### src/rtl/manchester_tx.sv
// manchester_tx: framed Manchester (IEEE 802.3 polarity) line transmitter.
// Accepts one word per tx_valid/tx_ready handshake and serialises it MSB first
// as: PREAMBLE_BITS '1' bits, DATA_WIDTH data bits, then one idle gap bit.
// Bit 1 = half-bit low then half-bit high; bit 0 = half-bit high then low.
//
// Ports:
//   clock           system clock, all logic on posedge
//   reset           synchronous, active-high
//   tx_data         word to send, sampled only on the handshake edge
//   tx_valid        tx_data is valid
//   tx_ready        idle and able to accept a word
//   manchester_out  encoded line output, idles low
//   busy            high while a frame (preamble, data or gap) is in progress
//   frame_done      one-cycle pulse on the last cycle of the gap
module manchester_tx #(
  parameter int unsigned HALF_PERIOD   = 10,
  parameter int unsigned DATA_WIDTH    = 8,
  parameter int unsigned PREAMBLE_BITS = 8
) (
  input  logic                  clock,
  input  logic                  reset,
  input  logic [DATA_WIDTH-1:0] tx_data,
  input  logic                  tx_valid,
  output logic                  tx_ready,
  output logic                  manchester_out,
  output logic                  busy,
  output logic                  frame_done
);

  localparam int unsigned HALF_W   = $clog2(HALF_PERIOD);
  localparam int unsigned BIT_MAX  = (PREAMBLE_BITS > DATA_WIDTH) ? PREAMBLE_BITS : DATA_WIDTH;
  localparam int unsigned BIT_W    = (BIT_MAX > 1) ? $clog2(BIT_MAX) : 1;
  localparam int unsigned PRE_LAST = (PREAMBLE_BITS > 0) ? PREAMBLE_BITS - 1 : 0;

  localparam logic [HALF_W-1:0] HALF_LAST   = HALF_W'(HALF_PERIOD - 1);
  localparam logic [HALF_W-1:0] HALF_PENULT = HALF_W'(HALF_PERIOD - 2);
  localparam logic [BIT_W-1:0]  PRE_LAST_B  = BIT_W'(PRE_LAST);
  localparam logic [BIT_W-1:0]  DATA_LAST_B = BIT_W'(DATA_WIDTH - 1);

  typedef enum logic [1:0] {
    IDLE     = 2'd0,
    PREAMBLE = 2'd1,
    DATA     = 2'd2,
    GAP      = 2'd3
  } state_t;

  state_t                state;
  logic [HALF_W-1:0]     half_cnt;
  logic                  phase;      // 0 = first half of bit, 1 = second half
  logic [BIT_W-1:0]      bit_cnt;
  logic [DATA_WIDTH-1:0] shreg;

  logic                  half_end_c;
  logic                  cur_bit_c;
  logic [DATA_WIDTH-1:0] shift_next_c;

  // Half-bit boundary, bit currently on the line, and the word after one shift
  assign half_end_c   = (half_cnt == HALF_LAST);
  assign cur_bit_c    = (state == PREAMBLE) ? 1'b1 : shreg[DATA_WIDTH-1];
  assign shift_next_c = shreg << 1;

  // Frame sequencer; manchester_out is loaded with the level of the half-bit
  // that starts on the next cycle, so the line only moves on half-bit edges.
  always_ff @(posedge clock) begin
    if (reset) begin
      state          <= IDLE;
      half_cnt       <= '0;
      phase          <= 1'b0;
      bit_cnt        <= '0;
      shreg          <= '0;
      tx_ready       <= 1'b0;
      manchester_out <= 1'b0;
      busy           <= 1'b0;
      frame_done     <= 1'b0;
    end else begin
      frame_done <= 1'b0;
      case (state)
        IDLE: begin
          busy           <= 1'b0;
          manchester_out <= 1'b0;
          half_cnt       <= '0;
          phase          <= 1'b0;
          bit_cnt        <= '0;
          if (tx_ready && tx_valid) begin
            shreg    <= tx_data;
            tx_ready <= 1'b0;
            busy     <= 1'b1;
            if (PREAMBLE_BITS > 0) begin
              state          <= PREAMBLE;
              manchester_out <= 1'b0;  // first half of a '1' bit
            end else begin
              state          <= DATA;
              manchester_out <= ~tx_data[DATA_WIDTH-1];
            end
          end else begin
            tx_ready <= 1'b1;
          end
        end

        PREAMBLE, DATA: begin
          if (!half_end_c) begin
            half_cnt <= half_cnt + HALF_W'(1);
          end else begin
            half_cnt <= '0;
            if (!phase) begin
              // Mid-bit: second half carries the bit value itself
              phase          <= 1'b1;
              manchester_out <= cur_bit_c;
            end else begin
              phase <= 1'b0;
              if (state == PREAMBLE) begin
                if (bit_cnt == PRE_LAST_B) begin
                  state          <= DATA;
                  bit_cnt        <= '0;
                  manchester_out <= ~shreg[DATA_WIDTH-1];
                end else begin
                  bit_cnt        <= bit_cnt + BIT_W'(1);
                  manchester_out <= 1'b0;
                end
              end else begin
                shreg <= shift_next_c;
                if (bit_cnt == DATA_LAST_B) begin
                  state          <= GAP;
                  bit_cnt        <= '0;
                  manchester_out <= 1'b0;
                end else begin
                  bit_cnt        <= bit_cnt + BIT_W'(1);
                  manchester_out <= ~shift_next_c[DATA_WIDTH-1];
                end
              end
            end
          end
        end

        GAP: begin
          manchester_out <= 1'b0;
          if (!half_end_c) begin
            half_cnt   <= half_cnt + HALF_W'(1);
            // Registered pulse lands on the final gap cycle
            frame_done <= phase && (half_cnt == HALF_PENULT);
          end else begin
            half_cnt <= '0;
            if (phase) begin
              state    <= IDLE;
              phase    <= 1'b0;
              busy     <= 1'b0;
              tx_ready <= 1'b1;
            end else begin
              phase <= 1'b1;
            end
          end
        end

        default: begin
          state <= IDLE;
        end
      endcase
    end
  end

endmodule

### config.mk
export PLATFORM = sky130hd
export DESIGN_NAME = manchester_tx
export DESIGN_NICKNAME = d
export VERILOG_FILES = /design/src/rtl/manchester_tx.sv
export SDC_FILE = /design/constraint.sdc
export NUM_CORES = 1
export LEC_CHECK = 0
export ABC_AREA = 1
export BUFFER_PORTS_ARGS = -buffer_cell sky130_fd_sc_hd__clkbuf_2
export CAP_MARGIN = 40
export CORE_MARGIN = 2
export CORE_UTILIZATION = 51
export DETAILED_ROUTE_END_ITERATION = 10
export HOLD_SLACK_MARGIN = 0.1
export PLACE_DENSITY = 0.8
export SLEW_MARGIN = 30
export SYNTH_ARGS = -nofsm -noshare
export SYNTH_HDL_FRONTEND = slang
export SYNTH_SLANG_ARGS = --single-unit
### constraint.sdc
create_clock -name clock -period 1.53 [get_ports clock]
set_clock_uncertainty 0.15 [all_clocks]
set_input_delay 0.0765 -clock clock [delete_from_list [all_inputs] [get_ports clock]]
set_output_delay 0.0765 -clock clock [all_outputs]
set_load 0.02 [all_outputs]
==> run summary, run 1 <==
most frequent cells in the layout: nand2_1 (33), dfxtp_1 (20), nor2_1 (17)
measured slew at the worst slew-check pin: 261.4 ps
crit start category: flip-flop
htree depth: 1
CP Capture Type: flip-flop
crit-path cells: inv_4 > ha_4 > buf_6 > nand2_4 > nand2_2 > inv_2 > nand2_2 > nor2_2 > nor2_1 > nor2_1
Worst Path Buf+Inv: 3
WL/cell: 13.94 µm
kind of critical path: reg -> reg
largest family of logic cells by synthesized area: simple AND/OR/NAND/NOR gates
DRT Pass-1 Iters: 4
reg-to-reg endpoint: state[0]
Seq pwr share: 26.5%
fin crit share: 108.7%
Final Hold Vio Count: 0
initial drt markers: 34
xor and xnor area share after synthesis: 0.7028%
Worst R2R Setup Slack: -130 ps
worst setup margin: -133.0 ps
Nets: 230
Synth Area in Compound Gates: 10.34%
largest net degree at the start of global routing: 13
GRT overflow: 0
final setup vio count: 12
core area: 2255 µm²
vias per inst: 5.398
Max-Cap Viols: 0
Reg clk slew, reported paths: 130 ps
Seq cells post-synth: 22
Seq/Total Area, Yosys: 35.34%
Initial Util: 55.27%
Ys Warns: 0
Reg2Reg Depth: 10
IO Count: 15
crit path DAT: 1730 ps
Fmax: 601.3 MHz
sw frac: 46.76%
Simple-Gate Fraction of Synth Area: 36.75%
DRC viols: 0
post-synthesis async set-or-reset flop share: 0%
DIE AREA: 2855 µm²
failing checks: negative setup slack
P_sw: 1402 µW
DP HPWL: 2.030 mm
Setup WS pre-CTS: -44.93 ps
Hold Path End: shreg[7]
PortBufs: 14
Slew HR: 82.55%
Cell Int Power: 1596 µW
fin crit period: 1663 ps
vias in the first global route: 1209
ANT cells: 0
Min-Delay Startpoint: shreg[7]
initial antenna violation count: 0
PD cells: 1734 nW/µm²
Cell Area, Synth: 1246 µm²
WP data required: 1600 ps
post-synth top area cell: dfxtp_1
Chip Height: 53.43 µm
Crit-path slowest cell: dfxtp_2
CTS tree: done
Max Slew Vio Count: 0
clk buf depth: 2
first-pass GRT wire length: 4.933 mm
Placer Congestion: 0.8721
vias: 1274
multiplexer share of the synthesized area: 0%
clk_lat worst skew: 310 ps
Hold Path Stages: 2
Top FF cell, synth: dfxtp_1
Leak: 0.0007702 µW
CTS Sinks: 22
Die Wd: 53.43 µm
outcome: finished, violations left
Synth Area in Adders: 9.036%
TritonCTS buffer count: 3
routed wire length: 3.291 mm
Reg2Reg Launch Point: state[1]
EDFF count, synth: 0
Crit path largest cell delay: 390 ps
most area-consuming cells after synthesis: dfxtp_1 (35%), nand2_1 (11%), ha_1 (9.0%)
clock root buffer master: clkbuf_4
Max VDD drop: 0.001050 V
Post-Syn Area per Cell: 7.462 µm²
crit path max fanout: 8
area share of the largest cell type after synthesis: 35.34%
share of cells above drive strength 1: 39.90%
HP Class: reg -> reg
CP delay by family, top: simple AND/OR/NAND/NOR gates
GRT Total Usage: 24.01%
power share of the combinational group: 64.4%
commonest non-fill, non-tap cell in the layout: nand2_1
Clock power frac: 9.1%
Synthesized Nets: 187
Rows: 17
area delta synth->final: 38.76%
final cell utilization of the core: 76.69%
synthesized instance count: 167
post-synth cell types: 30
ANT nets after route: 0
Tot Pwr: 2999 µW
RSZ-0062 raised after global routing: yes
-- kinds of logic after synthesis --
logic type               count (synthesis)
XOR/XNOR                                 1
AND/OR/NAND/NOR                         92
adder cells (fa/ha/maj)                  9
AO/OA/AOI/OAI                           21
flip-flops                              22
buffers and inverters                   22
-- worst max path at each step --
stage,cells after the start,slack (ps),endpoint,start
2_1_floorplan,9,-3,shreg[0],state[1]
3_3_place_gp,9,-6,shreg[3],state[0]
3_5_place_dp,9,-40,shreg[2],state[1]
4_1_cts,10,-30,state[0],state[1]
5_1_grt,7,-170,shreg[7],state[1]
6_report,10,-130,state[0],state[1]
-- state kept, by name, indices dropped and copies added (netlist names) --
register and flops:
shreg 8, half_cnt 4, bit_cnt 3, state 2, busy 1, frame_done 1, manchester_out 1, phase 1
tx_ready 1
-- per-stage QoR --
stage / setup TNS, ps / instances / area [µm²] / hold slack [ps]
6_report: -876.9 / 236 / 1729 / 332.8
3_3_place_gp: -20.81 / 216 / 1448 / 154.8
2_1_floorplan: -17.40 / 167 / 1285 / -4.434
3_5_place_dp: -312.3 / 216 / 1448 / 160.5
4_1_cts: -227.7 / 232 / 1629 / 333.2
5_1_grt: -1753 / 236 / 1729 / 353.4
-- synthesized netlist by cell type (2+ instances only) --
library cell and count:
nand2_1 37, inv_1 14, dfxtp_1 22, nor3_1 2, nand4_1 2, nor2_1 19
ha_1 9, buf_2 2, nor2_2 9, nand2_2 3, a21oi_1 7, inv_2 3
o21ai_1 8, nand3_1 14
-- area by class of cell --
class	count	area [µm²]
flip-flops and latches	22	442.9
multi-input cells	124	837.1
fillers	159	525.5
well taps	28	35.03
inverters	18	82.58
clock buffers	3	22.52
repair buffers	41	309.0
-- metal layers --
metal	wire [µm]	vias up	global-route usage (%)
li1	-	619	-
met1	1388	603	28.32
met2	1670	42	41.77
met3	158	10	3.107
met4	74	0	12.39
met5	0	-	0
-- worst register-to-register path, cell delays in order, from the launching register on --
cell     delay [ps]
dfxtp_2         390
inv_4            60
ha_4            360
buf_6           150
nand2_4          60
nand2_2          60
inv_2            50
nand2_2          50
nor2_2           40
nor2_1          140
nor2_1           60
-- what timing repair did --
action                                  in CTS  in global routing
cloned                                       1                  0
pin swaps                                    8                 11
hold buffers                                10                  0
resized for setup                           10                 19
setup buffers                                2                  4
endpoints found under the setup margin      11                 16
hold endpoints to repair                    20                  0
-- power groups by stage --
stage                     clock, µW  sequential, µW  combinational (µW)
after floorplan                   0             835                1120
after global placement            0             793                1450
after detailed placement          0             799                1510
after CTS                       274             785                1670
after global routing            295             806                2100
final                           274             793                1930
No activity file was read; power rests on OpenSTA's default activity.
==> inputs of run 2 (changes only) <==
--- a/config.mk
+++ b/config.mk
@@ -9,10 +9,11 @@
 export BUFFER_PORTS_ARGS = -buffer_cell sky130_fd_sc_hd__clkbuf_2
 export CAP_MARGIN = 40
 export CORE_MARGIN = 2
-export CORE_UTILIZATION = 51
+export CORE_UTILIZATION = 53
+export CTS_BUF_LIST = sky130_fd_sc_hd__clkbuf_8
 export DETAILED_ROUTE_END_ITERATION = 10
 export HOLD_SLACK_MARGIN = 0.1
-export PLACE_DENSITY = 0.8
+export PLACE_DENSITY = 0.83
 export SLEW_MARGIN = 30
 export SYNTH_ARGS = -nofsm -noshare
 export SYNTH_HDL_FRONTEND = slang
==> run 2 against run 1 <==
The flow still finishes with violations (negative setup slack). Setup slack worse by 6.7 ps. Register-to-register slack about the same. Via count up 1.2%. Die area down 3.5%. Worst hold slack worse by 140 ps. Power up 8.4%. Core utilization up 3.6 points. Critical path depth down 1. Final area up 2.7%. Global-route usage up 2.6 points. Critical path type unchanged. Highest routed layer unchanged.
==> run summary, run 2 (same netlist as run 1, synthesis figures left out) <==
outcome: finished, violations left
failing checks: negative setup slack
Min-Delay Startpoint: tx_data[7]
Initial Util: 56.33%
measured slew at the worst slew-check pin: 371.3 ps
crit path max fanout: 6
Chip Height: 52.49 µm
initial drt markers: 59
crit-path cells: inv_2 > ha_4 > buf_6 > o21ai_4 > nor2_8 > nand2_8 > clkinv_8 > nor2_2 > nor2_2
Max-Cap Viols: 0
fin area: 1777 µm²
Tot Pwr: 3252 µW
crit path DAT: 1690 ps
Reg2Reg Launch Point: state[0]
clock root buffer master: clkbuf_8
GRT Total Usage: 26.62%
routed wire length: 3.697 mm
TritonCTS buffer count: 3
Die Wd: 52.49 µm
kind of critical path: reg -> reg
worst setup margin: -139.7 ps
DP HPWL: 2.048 mm
CTS tree: done
vias: 1289
clk buf depth: 2
CP most frequent cell: nor2_2
Nets: 231
placed instance area: 1455 µm²
Fmax: 598.9 MHz
Crit-path slowest cell: dfxtp_2
CTS Sinks: 22
most frequent cells in the layout: nand2_1 (31), dfxtp_1 (20), nor2_1 (17), buf_4 (16), clkbuf_2 (14)
sw frac: 46.63%
DRC viols: 0
ANT nets after route: 0
power share of the combinational group: 63.7%
vias per inst: 5.439
placed instance count: 217
Cell Int Power: 1736 µW
Final Hold Vio Count: 0
final setup vio count: 13
Placer Congestion: 0.7964
first-pass GRT wire length: 5.285 mm
PortBufs: 14
Rows: 17
Worst R2R Setup Slack: -140 ps
Hold Path Stages: 6
Filler cells: 135
Leak: 0.0007834 µW
DRT Pass-1 Iters: 4
Crit path largest cell delay: 340 ps
vias in the first global route: 1186
Largest register FFs: 8
ANT cells: 0
core area: 2212 µm²
crit start category: flip-flop
WP data required: 1550 ps
largest net degree at the start of global routing: 13
Slew HR: 75.22%
commonest non-fill, non-tap cell in the layout: nand2_1
GRT overflow: 0
fin crit share: 109.1%
PD cells: 1830 nW/µm²
reg-to-reg endpoint: shreg[3]
final cell utilization of the core: 80.32%
Regs by FF count: shreg x8, half_cnt x4, bit_cnt x3
Seq pwr share: 24.7%
Most flops, register: shreg
CP Capture Type: flip-flop
share of cells above drive strength 1: 42.11%
Max VDD drop: 0.001122 V
IO Count: 15
Clock power frac: 11.6%
RSZ-0062 raised after global routing: yes
clk_lat worst skew: 270 ps
Reg clk slew, reported paths: 80 ps
P_sw: 1516 µW
area delta synth->final: 42.57%
HP Class: in -> reg
hold_ws: 197.7 ps
Max Slew Vio Count: 0
WL/cell: 15.60 µm
fin crit period: 1670 ps
htree depth: 1
non-filler cells, final: 237
Reg2Reg Depth: 9
initial antenna violation count: 0
Hold Path End: shreg[7]
DIE AREA: 2755 µm²
==> run 2: final cells by class <==
type                       count  area [µm²]  area share (%)
clock buffer                   3       41.29           2.324
multi-input combinational    124       852.1           47.96
timing repair buffer          42       317.8           17.89
tap                           28       35.03           1.972
inverter                      18       87.58           4.930
sequential                    22       442.9           24.93
==> run 2: worst max path at each step <==
| stage | startpoint | to | slack [ps] | cells past startpoint |
|---|---|---|---|---|
| after CTS | state[0] | shreg[4] | -70 | 9 |
| after floorplan | state[1] | shreg[0] | -3 | 9 |
| final | state[0] | shreg[3] | -140 | 9 |
| after detailed placement | state[1] | shreg[2] | -90 | 9 |
| after global routing | state[0] | shreg[3] | -190 | 9 |
| after global placement | state[1] | shreg[2] | -20 | 9 |
==> run 2: power groups by stage <==
stage,combinational (µW),clock (µW),sequential [µW]
floorplan,1120,0,835
global placement,1460,0,791
detailed placement,1520,0,802
CTS,1790,371,790
global route,2230,396,815
finish,2070,376,803
==> run 2: stage by stage <==
| stage | setup slack (ps) | TNS [ps] |
|---|---|---|
| detailed placement | -85.72 | -443.1 |
| finish | -139.7 | -1288 |
| global placement | -16.38 | -83.14 |
| global route | -185.4 | -2173 |
| floorplan | -3.384 | -17.40 |
| CTS | -74.55 | -722.2 |
==> run 2: metal layers <==
layer	vias to the layer above	global-route usage, %	share of wire, %
met5	-	0	0
met4	0	12.39	3.0
met3	11	5.429	4.3
met2	52	43.54	48
met1	604	33.27	44
li1	622	-	-
==> run 2: critical path, delay by kind of cell (launching register included) <==
| kind | cells | cell delay [ps] |
|---|---|---|
| and+or+nand+nor | 4 | 350 |
| DFF | 1 | 340 |
| buffers and inverters | 3 | 280 |
| adders and majority gates | 1 | 260 |
| AOI/OAI and AO/OA | 1 | 200 |
==> run 2: repair_timing <==
action / in CTS / in global routing
pin swaps: 8 / 10
hold buffers: 9 / 0
gates resized for setup: 15 / 21
gates cloned: 1 / 0
setup buffers: 5 / 2
endpoints found under the hold margin: 13 / 0
endpoints found under the setup margin: 10 / 16
